**src/rtl/vc_rr_scheduler_if.sv**
```systemverilog
// FIFO-side bus of the VC round-robin scheduler: four ingress VC FIFOs
// (read side) and one shared egress FIFO (write side).
interface vc_rr_scheduler_if #(
  parameter int BW = 6
);
  logic [3:0]      vc_empty;
  logic [4*BW-1:0] vc_data_out;
  logic [3:0]      vc_rd;
  logic            out_full;
  logic            out_almost_full;
  logic            out_wr;
  logic [BW-1:0]   out_data_in;

  // scheduler side
  modport master (
    input  vc_empty, vc_data_out, out_full, out_almost_full,
    output vc_rd, out_wr, out_data_in
  );

  // FIFO / environment side
  modport slave (
    output vc_empty, vc_data_out, out_full, out_almost_full,
    input  vc_rd, out_wr, out_data_in
  );
endinterface

```
**src/rtl/vc_rr_scheduler.sv**
```systemverilog
// Weighted round-robin scheduler draining four VC FIFOs into one egress
// FIFO. A grant costs one IDLE bubble; the granted VC then pops up to
// weight words (0 means 1) before the pointer rotates past it. Pops are
// 1-cycle latency, so every egress write trails its pop by exactly one cycle.

// Per-VC slice: read strobe qualification and weight normalisation.
module vc_rr_lane #(
  parameter int WW = 3
) (
  input  logic          sel_i,        // this VC is granted and being served
  input  logic          empty_i,
  input  logic          pop_ok_i,     // egress has room and scheduling enabled
  input  logic [WW-1:0] weight_i,
  output logic          rd_o,
  output logic [WW-1:0] weight_eff_o
);
  assign rd_o         = sel_i & pop_ok_i & ~empty_i;
  assign weight_eff_o = (weight_i == '0) ? WW'(1) : weight_i;
endmodule

module vc_rr_scheduler #(
  parameter int BW = 6,
  parameter int WW = 3
) (
  input  logic                clk,
  input  logic                reset_L,   // active-high synchronous reset
  input  logic                enable,
  input  logic [4*WW-1:0]     weights,
  vc_rr_scheduler_if.master   fifo,
  output logic [1:0]          active_vc,
  output logic                busy
);

  typedef enum logic [0:0] {IDLE = 1'b0, SERVE = 1'b1} state_e;

  state_e        state_q, state_d;
  logic [1:0]    rr_ptr_q, rr_ptr_d;
  logic [WW-1:0] credit_q, credit_d;
  logic [1:0]    active_vc_q, active_vc_d;
  logic          rd_pend_q, rd_pend_d;
  logic [1:0]    rd_sel_q, rd_sel_d;

  logic [3:0][WW-1:0] wts;
  logic [3:0][WW-1:0] w_eff;
  logic [3:0][BW-1:0] vdata;
  logic [3:0]         vc_rd_w;
  logic               serving;
  logic               pop_ok;
  logic               pop;
  logic               grant_found;
  logic [1:0]         grant_idx;

  assign wts     = weights;
  assign vdata   = fifo.vc_data_out;
  assign serving = (state_q == SERVE);
  // almost_full gating leaves room for the single word still in flight
  assign pop_ok  = enable & ~fifo.out_full & ~fifo.out_almost_full;
  assign pop     = |vc_rd_w;

  for (genvar i = 0; i < 4; i++) begin : g_lane
    vc_rr_lane #(.WW(WW)) u_lane (
      .sel_i        (serving && (active_vc_q == 2'(i))),
      .empty_i      (fifo.vc_empty[i]),
      .pop_ok_i     (pop_ok),
      .weight_i     (wts[i]),
      .rd_o         (vc_rd_w[i]),
      .weight_eff_o (w_eff[i])
    );
  end

  // First non-empty VC scanning rr_ptr, rr_ptr+1, ... (2-bit index wraps)
  always_comb begin
    grant_found = 1'b0;
    grant_idx   = rr_ptr_q;
    for (int k = 0; k < 4; k++) begin
      if (!grant_found && !fifo.vc_empty[rr_ptr_q + 2'(k)]) begin
        grant_found = 1'b1;
        grant_idx   = rr_ptr_q + 2'(k);
      end
    end
  end

  // Next-state: grant in IDLE, burst with credit in SERVE
  always_comb begin
    state_d     = state_q;
    rr_ptr_d    = rr_ptr_q;
    credit_d    = credit_q;
    active_vc_d = active_vc_q;
    case (state_q)
      IDLE: begin
        if (enable && grant_found) begin
          active_vc_d = grant_idx;
          credit_d    = w_eff[grant_idx];   // weight sampled only here
          state_d     = SERVE;
        end
      end
      SERVE: begin
        if (pop) begin
          credit_d = credit_q - WW'(1);
          if (credit_q == WW'(1)) begin
            state_d  = IDLE;
            rr_ptr_d = active_vc_q + 2'd1;
          end
        end else if (fifo.vc_empty[active_vc_q]) begin
          // VC ran dry before its credit did
          state_d  = IDLE;
          rr_ptr_d = active_vc_q + 2'd1;
        end
        // backpressure / enable=0 falls through: hold with credit frozen
      end
      default: state_d = IDLE;
    endcase
  end

  // Pop-to-write pipeline stage
  always_comb begin
    rd_pend_d = pop;
    rd_sel_d  = active_vc_q;
  end

  // State and pipeline registers; reset drops any word in flight
  always_ff @(posedge clk) begin
    if (reset_L) begin
      state_q     <= IDLE;
      rr_ptr_q    <= '0;
      credit_q    <= '0;
      active_vc_q <= '0;
      rd_pend_q   <= 1'b0;
      rd_sel_q    <= '0;
    end else begin
      state_q     <= state_d;
      rr_ptr_q    <= rr_ptr_d;
      credit_q    <= credit_d;
      active_vc_q <= active_vc_d;
      rd_pend_q   <= rd_pend_d;
      rd_sel_q    <= rd_sel_d;
    end
  end

  assign fifo.vc_rd       = vc_rd_w;
  assign fifo.out_wr      = rd_pend_q;
  assign fifo.out_data_in = rd_pend_q ? vdata[rd_sel_q] : '0;
  assign active_vc        = active_vc_q;
  assign busy             = serving;

  // Read strobes are one-hot-or-zero and never target an empty FIFO
  a_rd_onehot : assert property (@(posedge clk) disable iff (reset_L)
    $onehot0(fifo.vc_rd));
  a_rd_nonempty : assert property (@(posedge clk) disable iff (reset_L)
    (fifo.vc_rd & fifo.vc_empty) == 4'b0);

endmodule
```
**src/flat_wrapper.sv**
```systemverilog
// flat-port wrapper written by rule: the top's interface ports become plain ports
module vc_rr_scheduler_flat 
#(
  parameter int BW = 6,
  parameter int WW = 3
)
  (clk, reset_L, enable, weights, active_vc, busy, fifo_vc_empty, fifo_vc_data_out, fifo_out_full, fifo_out_almost_full, fifo_vc_rd, fifo_out_wr, fifo_out_data_in);
  vc_rr_scheduler_if #(.BW(BW)) fifo_i ();
  input  logic clk;
  input  logic reset_L;
  input  logic enable;
  input  logic [4*WW-1:0] weights;
  output logic [1:0] active_vc;
  output logic busy;
  input wire logic [$bits(fifo_i.vc_empty)-1:0] fifo_vc_empty;
  input wire logic [$bits(fifo_i.vc_data_out)-1:0] fifo_vc_data_out;
  input wire logic [$bits(fifo_i.out_full)-1:0] fifo_out_full;
  input wire logic [$bits(fifo_i.out_almost_full)-1:0] fifo_out_almost_full;
  output wire logic [$bits(fifo_i.vc_rd)-1:0] fifo_vc_rd;
  output wire logic [$bits(fifo_i.out_wr)-1:0] fifo_out_wr;
  output wire logic [$bits(fifo_i.out_data_in)-1:0] fifo_out_data_in;
  assign fifo_i.vc_empty = fifo_vc_empty;
  assign fifo_i.vc_data_out = fifo_vc_data_out;
  assign fifo_i.out_full = fifo_out_full;
  assign fifo_i.out_almost_full = fifo_out_almost_full;
  assign fifo_vc_rd = fifo_i.vc_rd;
  assign fifo_out_wr = fifo_i.out_wr;
  assign fifo_out_data_in = fifo_i.out_data_in;
  vc_rr_scheduler #(.BW(BW), .WW(WW)) u_core (.clk(clk), .reset_L(reset_L), .enable(enable), .weights(weights), .fifo(fifo_i), .active_vc(active_vc), .busy(busy));
endmodule
```
**config.mk**
```make
export PLATFORM = sky130hd
export DESIGN_NAME = vc_rr_scheduler_flat
export DESIGN_NICKNAME = d
export VERILOG_FILES = /design/src/rtl/vc_rr_scheduler_if.sv /design/src/rtl/vc_rr_scheduler.sv /design/src/flat_wrapper.sv
export SDC_FILE = /design/constraint.sdc
export NUM_CORES = 1
export LEC_CHECK = 0
export BUFFER_PORTS_ARGS = -buffer_cell sky130_fd_sc_hd__buf_2
export CORE_ASPECT_RATIO = 1.5
export CORE_MARGIN = 2
export CORE_UTILIZATION = 40
export CTS_BUF_LIST = sky130_fd_sc_hd__clkbuf_16
export CTS_CLUSTER_DIAMETER = 150
export DETAILED_ROUTE_END_ITERATION = 10
export PLACE_DENSITY = 0.73
export SLEW_MARGIN = 20
export SYNTH_ARGS = -nofsm -noshare
export SYNTH_HDL_FRONTEND = slang
export SYNTH_HIERARCHICAL = 1
export SYNTH_SLANG_ARGS = --single-unit
```
**constraint.sdc**
```tcl
create_clock -name clk -period 3.85 [get_ports clk]
set_input_delay 1.155 -clock clk [delete_from_list [all_inputs] [get_ports clk]]
set_output_delay 1.155 -clock clk [all_outputs]
set_load 0.05 [all_outputs]
```
# [Word level (Yosys, flattened, before mapping)]
# Cells that the tools add are included.
[totals] reg_bits=11 input_bits=45 output_inout_bits=14
[classes] n_addsub=5 magnitude_cmp=7 n_eq_ne=7 mux=37 bitwise_logic=17 reduce_logical=23
[op_table] cell="$lt 2x3->1 const B" count=7
[op_table] cell="$mux 3" count=7
[op_table] cell="$mux 1" count=13
[op_table] cell="$bmux 6 s2" count=1
[op_table] cell="$logic_not 3->1" count=4
[op_table] cell="$mux 2" count=6
[op_table] cell="$mux 6" count=2
[op_table] cell="$and 1x1->1" count=10
[op_table] cell="$bmux 1 s2" count=5
[op_table] cell="$logic_and 1x1->1" count=8
[op_table] cell="$not 1->1" count=7
[op_table] cell="$bmux 3 s2" count=1
[op_table] cell="$pmux 3 s2" count=1
[op_table] cell="$logic_not 1->1" count=5
[op_table] cell="$add 2x1->2 const B" count=2
[op_table] cell="$add 2x2->2 const B" count=2
[op_table] cell="$eq 2x2->1 const B" count=2
[op_table] cell="$ne 2x2->1 const B" count=2
[op_table] cell="$reduce_and 2->1" count=2
[op_table] cell="$reduce_or 4->1" count=1
[op_table] cell="$eq 3x1->1 const B" count=1
[op_table] cell="$reduce_and 3->1" count=1
[op_table] cell="$sub 3x1->3 const B" count=1
[op_table] cell="$eq 2x1->1 const B" count=1
[op_table] cell="other kinds (4)" count=4

# [Longest topological paths before layout]
[logic_depth] word_depth=16 depth_mapped=9 ltp_nobuf=9

# [Modules after synthesis]
# The synthesis kept the hierarchy.
[modules_own_cells] mod="vc_rr_scheduler" n_inst=1 cells_per_inst=105 area_per_inst_um2=978.4 seq_area_each_um2=220.2
[modules_own_cells] mod="vc_rr_lane" n_inst=4 cells_per_inst=4 area_per_inst_um2=23.8 seq_area_each_um2=0.0

# [Worst setup path after synthesis]
# No wires, ideal clock.
[synth_path] kind="input-to-output" startpoint="input port fifo_out_full" endpoint="output port fifo_vc_rd[2]" t_arrival_ps=1950 slack_ps=745 cell_stages=2 path_buffers=0 path_cell_list="nor3b_1 -> and3b_1"
[synth_between] elab_chain_cells=5
[synth_rtl] item="start: declaration" line="flat_wrapper.sv:17" source="input wire logic [$bits(fifo_i.out_full)-1:0] fifo_out_full;"
[synth_rtl] item="$not 1->1" line="vc_rr_scheduler.sv:57" source="assign pop_ok = enable & ~fifo.out_full & ~fifo.out_almost_full;"
[synth_rtl] item="$and 1x1->1 (2 in a row)" line="vc_rr_scheduler.sv:57"
[synth_rtl] item="$and 1x1->1 (2 in a row)" line="vc_rr_scheduler.sv:17" source="assign rd_o = sel_i & pop_ok_i & ~empty_i;"
[synth_rtl] item="end: declaration" line="flat_wrapper.sv:19" source="output wire logic [$bits(fifo_i.vc_rd)-1:0] fifo_vc_rd;"
# Every way passes these cells.

# [Worst setup path in the final report]
[layout_path] startpoint="input port enable" endpoint="output port fifo_vc_rd[1]"
[layout_between] elab_chain_cells=4
[layout_rtl] item="start: declaration" line="flat_wrapper.sv:11" source="input logic enable;"
[layout_rtl] item="$and 1x1->1 (2 in a row)" line="vc_rr_scheduler.sv:57"
[layout_rtl] item="named net u_core.pop_ok" line="vc_rr_scheduler.sv:48" source="logic pop_ok;"
[layout_rtl] item="$and 1x1->1 (2 in a row)" line="vc_rr_scheduler.sv:17"
# The timed path passes the listed nets, and every way through them passes these cells.

==> out/results.tsv <==
stage	metric	value	unit
cts	clk_pin_slew	40	ps
die	core_area	0.00262	sq mm
cts	worstSkewPairLatency	240	ps
run_status	status	complete, no violations	
final_layout	antennaDiodeCount	0	
power_and_ir_drop	finalPower	0.432	mW
sta	setup-tns-final	0	ps
worst_hold_path	holdPathStages	2	
power_and_ir_drop	switching_power	0.119	mW
synthesis	synth_edf_count	0	
global_route	grt_overflow_total	0	
sta	tightest_slew	766	ps
worst_setup_path	path_class	primary input to output port	
power_and_ir_drop	p_int	0.313	mW
cts	cts_tree	done	
power_and_ir_drop	p_seq_frac	0.305	
sta	period_share	0.865	
sta	fin_skew	5.14	ps
placement	place_hpwl	2.55	mm
final_layout	final_layout_size_suffix_gt1_frac	0.445	
die	die-area	0.00312	sq mm
worst_setup_path	crit_fanout	5	
power_and_ir_drop	power_density	297	mW/mm^2
detailed_routing	wl_per_cell	14.4	um
synthesis	syn_nets	172	
sta	hold_viol	0	
synthesis	synth_top_area_share	0.205	
sta	slew_viol_final	0	
sta	period_needed	3330	ps
power_and_ir_drop	power_frac_clock	0.446	
worst_setup_path	reg2regPathDepth	9	
synthesis	ys_warn_count	6	
detailed_routing	vias	1110	
synthesis	yosysUniqueCellTypes	39	
cts	h-tree-depth	1	
placement	portBuffers	58	
synthesis	synth.avg_cell_area	8.87	sq um
global_route	grt_max_degree	14	
synthesis	yosys.area.top_type	dfxtp_1	
worst_setup_path	start_kind	primary input	
detailed_routing	drc	0	
cts	post_cts_resized	0	
cts	cts_post_setup_buffers_inserted	0	
sta	relSlewSlack	0.489	
final_layout	seq_area	220	sq um
die	initial_core_util	0.410	
detailed_routing	totalWireLength	3.02	mm
power_and_ir_drop	power_frac_comb	0.248	
synthesis	yosysSeqAreaShare	0.205	
placement	gp_congestion	0.724	
detailed_routing	antenna_left	0	
synthesis	yosys_register_bits	11	
worst_setup_path	cp_data_arrival_time	2170	ps
final_layout	final_nets	225	
detailed_routing	vias_per_cell	5.29	
power_and_ir_drop	p_sw_frac	0.275	
die	die_h	67.5	um
cts	cts_buffers	3	
final_layout	fillCellCount	253	
flow_run	cap_violations	0	
synthesis	synth_area	0.00107	sq mm
synthesis	ys_top_cells_by_count	11 x clkbuf_1, 11 x dfxtp_1, 10 x and2_1	
global_route	antenna_found_initial	0	
final_layout	syn2layout_area_growth	35.7	%
synthesis	syn_inst	121	
global_route	first_global_vias	998	
worst_setup_path	cp.required	2690	ps
cts	cts_hold_buf	0	
sta	timing.fmax	300	MHz
sta	grt_setup_unrepaired	no	
power_and_ir_drop	p_leak	0.706	nW
detailed_routing	first_pass_iters	4	
worst_hold_path	holdCritPathClass	register to register	
die	die_width	46.3	um
final_layout	multiInputGateArea	793	sq um
power_and_ir_drop	ir_worst_vdd	0.240	mV
die	ioPinCount	59	
synthesis	ys.flop_type	dfxtp_1	
global_route	grt_usage	0.202	
global_route	grt_pass1_wl	4.46	mm
sta	setup_viol	0	
synthesis	synth_area_leaders	dfxtp_1 21%, mux4_2 13%, ha_1 7.0%, and2_1 5.8%, and3b_1 4.1%	
worst_setup_path	cp-end-kind	output port	
cts	cts_root_buffer	clkbuf_16	
cts	cts_buffer_depth	2	
synthesis	synthArstFlopShare	0	
cts	clkSinkCount	11	
die	num_rows	23	
detailed_routing	drt_iter0_drc	22	
==> layout make-up <==
type                       count  area share
multi-input combinational     94       0.545
timing repair buffer          59       0.204
sequential                    11       0.151
clock buffer                   3      0.0515
tap                           37      0.0318
inverter                       5      0.0129
clock inverter                 1     0.00344
==> critical path: stages <==
cell and delay [ps]:
buf_2 120, nor3b_1 360, and3b_1 260, buf_2 280
==> per-stage QoR <==
stage	util	area (sq um)	instances	setup slack [ps]	hold WS [ps]
final	0.556	1460	210	521	563
after global routing	0.556	1460	210	416	604
after CTS	0.556	1460	210	520	571
after detailed placement	0.526	1380	206	520	565
after global placement	0.526	1380	206	581	539
after floorplan	-	1070	121	745	528
==> cell usage in the layout, fill, tap and decap left out, types with 2 or more instances in the layout <==
cell type	netlist	final
buf_2	0	58
dfxtp_1	11	11
and2_1	10	10
nor2_1	9	9
a21oi_1	7	7
mux4_2	6	6
ha_1	6	6
inv_1	5	5
and3b_1	5	5
nand2_1	5	5
mux2i_1	4	4
o21bai_1	4	4
clkbuf_16	0	3
nand3b_1	3	3
a211oi_1	3	3
nand3_1	3	3
o21ai_0	2	2
nor2b_1	2	2
and3_2	2	2
nor3_1	2	2
mux2_2	2	2
==> state kept, by name, indices dropped and copies added, names as in the netlist <==
register and cells:
u_core/active_vc 2, u_core/busy 1, u_core/credit_q 3, u_core/fifo.out_wr 1, u_core/rd_sel_q 2, u_core/rr_ptr_q 2
==> layer usage <==
layer	vias up	GRT usage	share of wire
li1	553	-	-
met1	501	0.185	0.35
met2	51	0.410	0.56
met3	5	0.0374	0.075
met4	0	0.0643	0.014
met5	-	0	0
==> power groups by stage <==
stage	registers [mW]	clock network, mW	logic, mW
after detailed placement	0.134	0	0.107
after floorplan	0.137	0	0.0631
after CTS	0.132	0.195	0.108
after global routing	0.133	0.203	0.117
after global placement	0.133	0	0.103
final	0.132	0.193	0.107
==> kinds of logic (layout without fill, tap and decap cells) <==
family / after synthesis / after routing / share of synthesized area
AND/OR/NAND/NOR: 47 / 47 / 0.261
AO/OA/AOI/OAI: 28 / 28 / 0.199
buffers and inverters: 16 / 68 / 0.0559
multiplexers: 13 / 13 / 0.209
flip-flops: 11 / 11 / 0.205
adder cells (fa/ha/maj): 6 / 6 / 0.0699
==> path summary, 6_finish.rpt <==
path,start,endpoint,slack (ps)
setup / recovery,enable,fifo_vc_rd[1],520
hold / removal,u_core/active_vc[0]$_SDFFE_PP0P_,u_core/active_vc[0]$_SDFFE_PP0P_,560
setup reg to reg,u_core/active_vc[0]$_SDFFE_PP0P_,u_core/rr_ptr_q[0]$_SDFFE_PP0P_,1440
hold reg to reg,u_core/active_vc[0]$_SDFFE_PP0P_,u_core/active_vc[0]$_SDFFE_PP0P_,560
(Power assumes the default switching activity.)
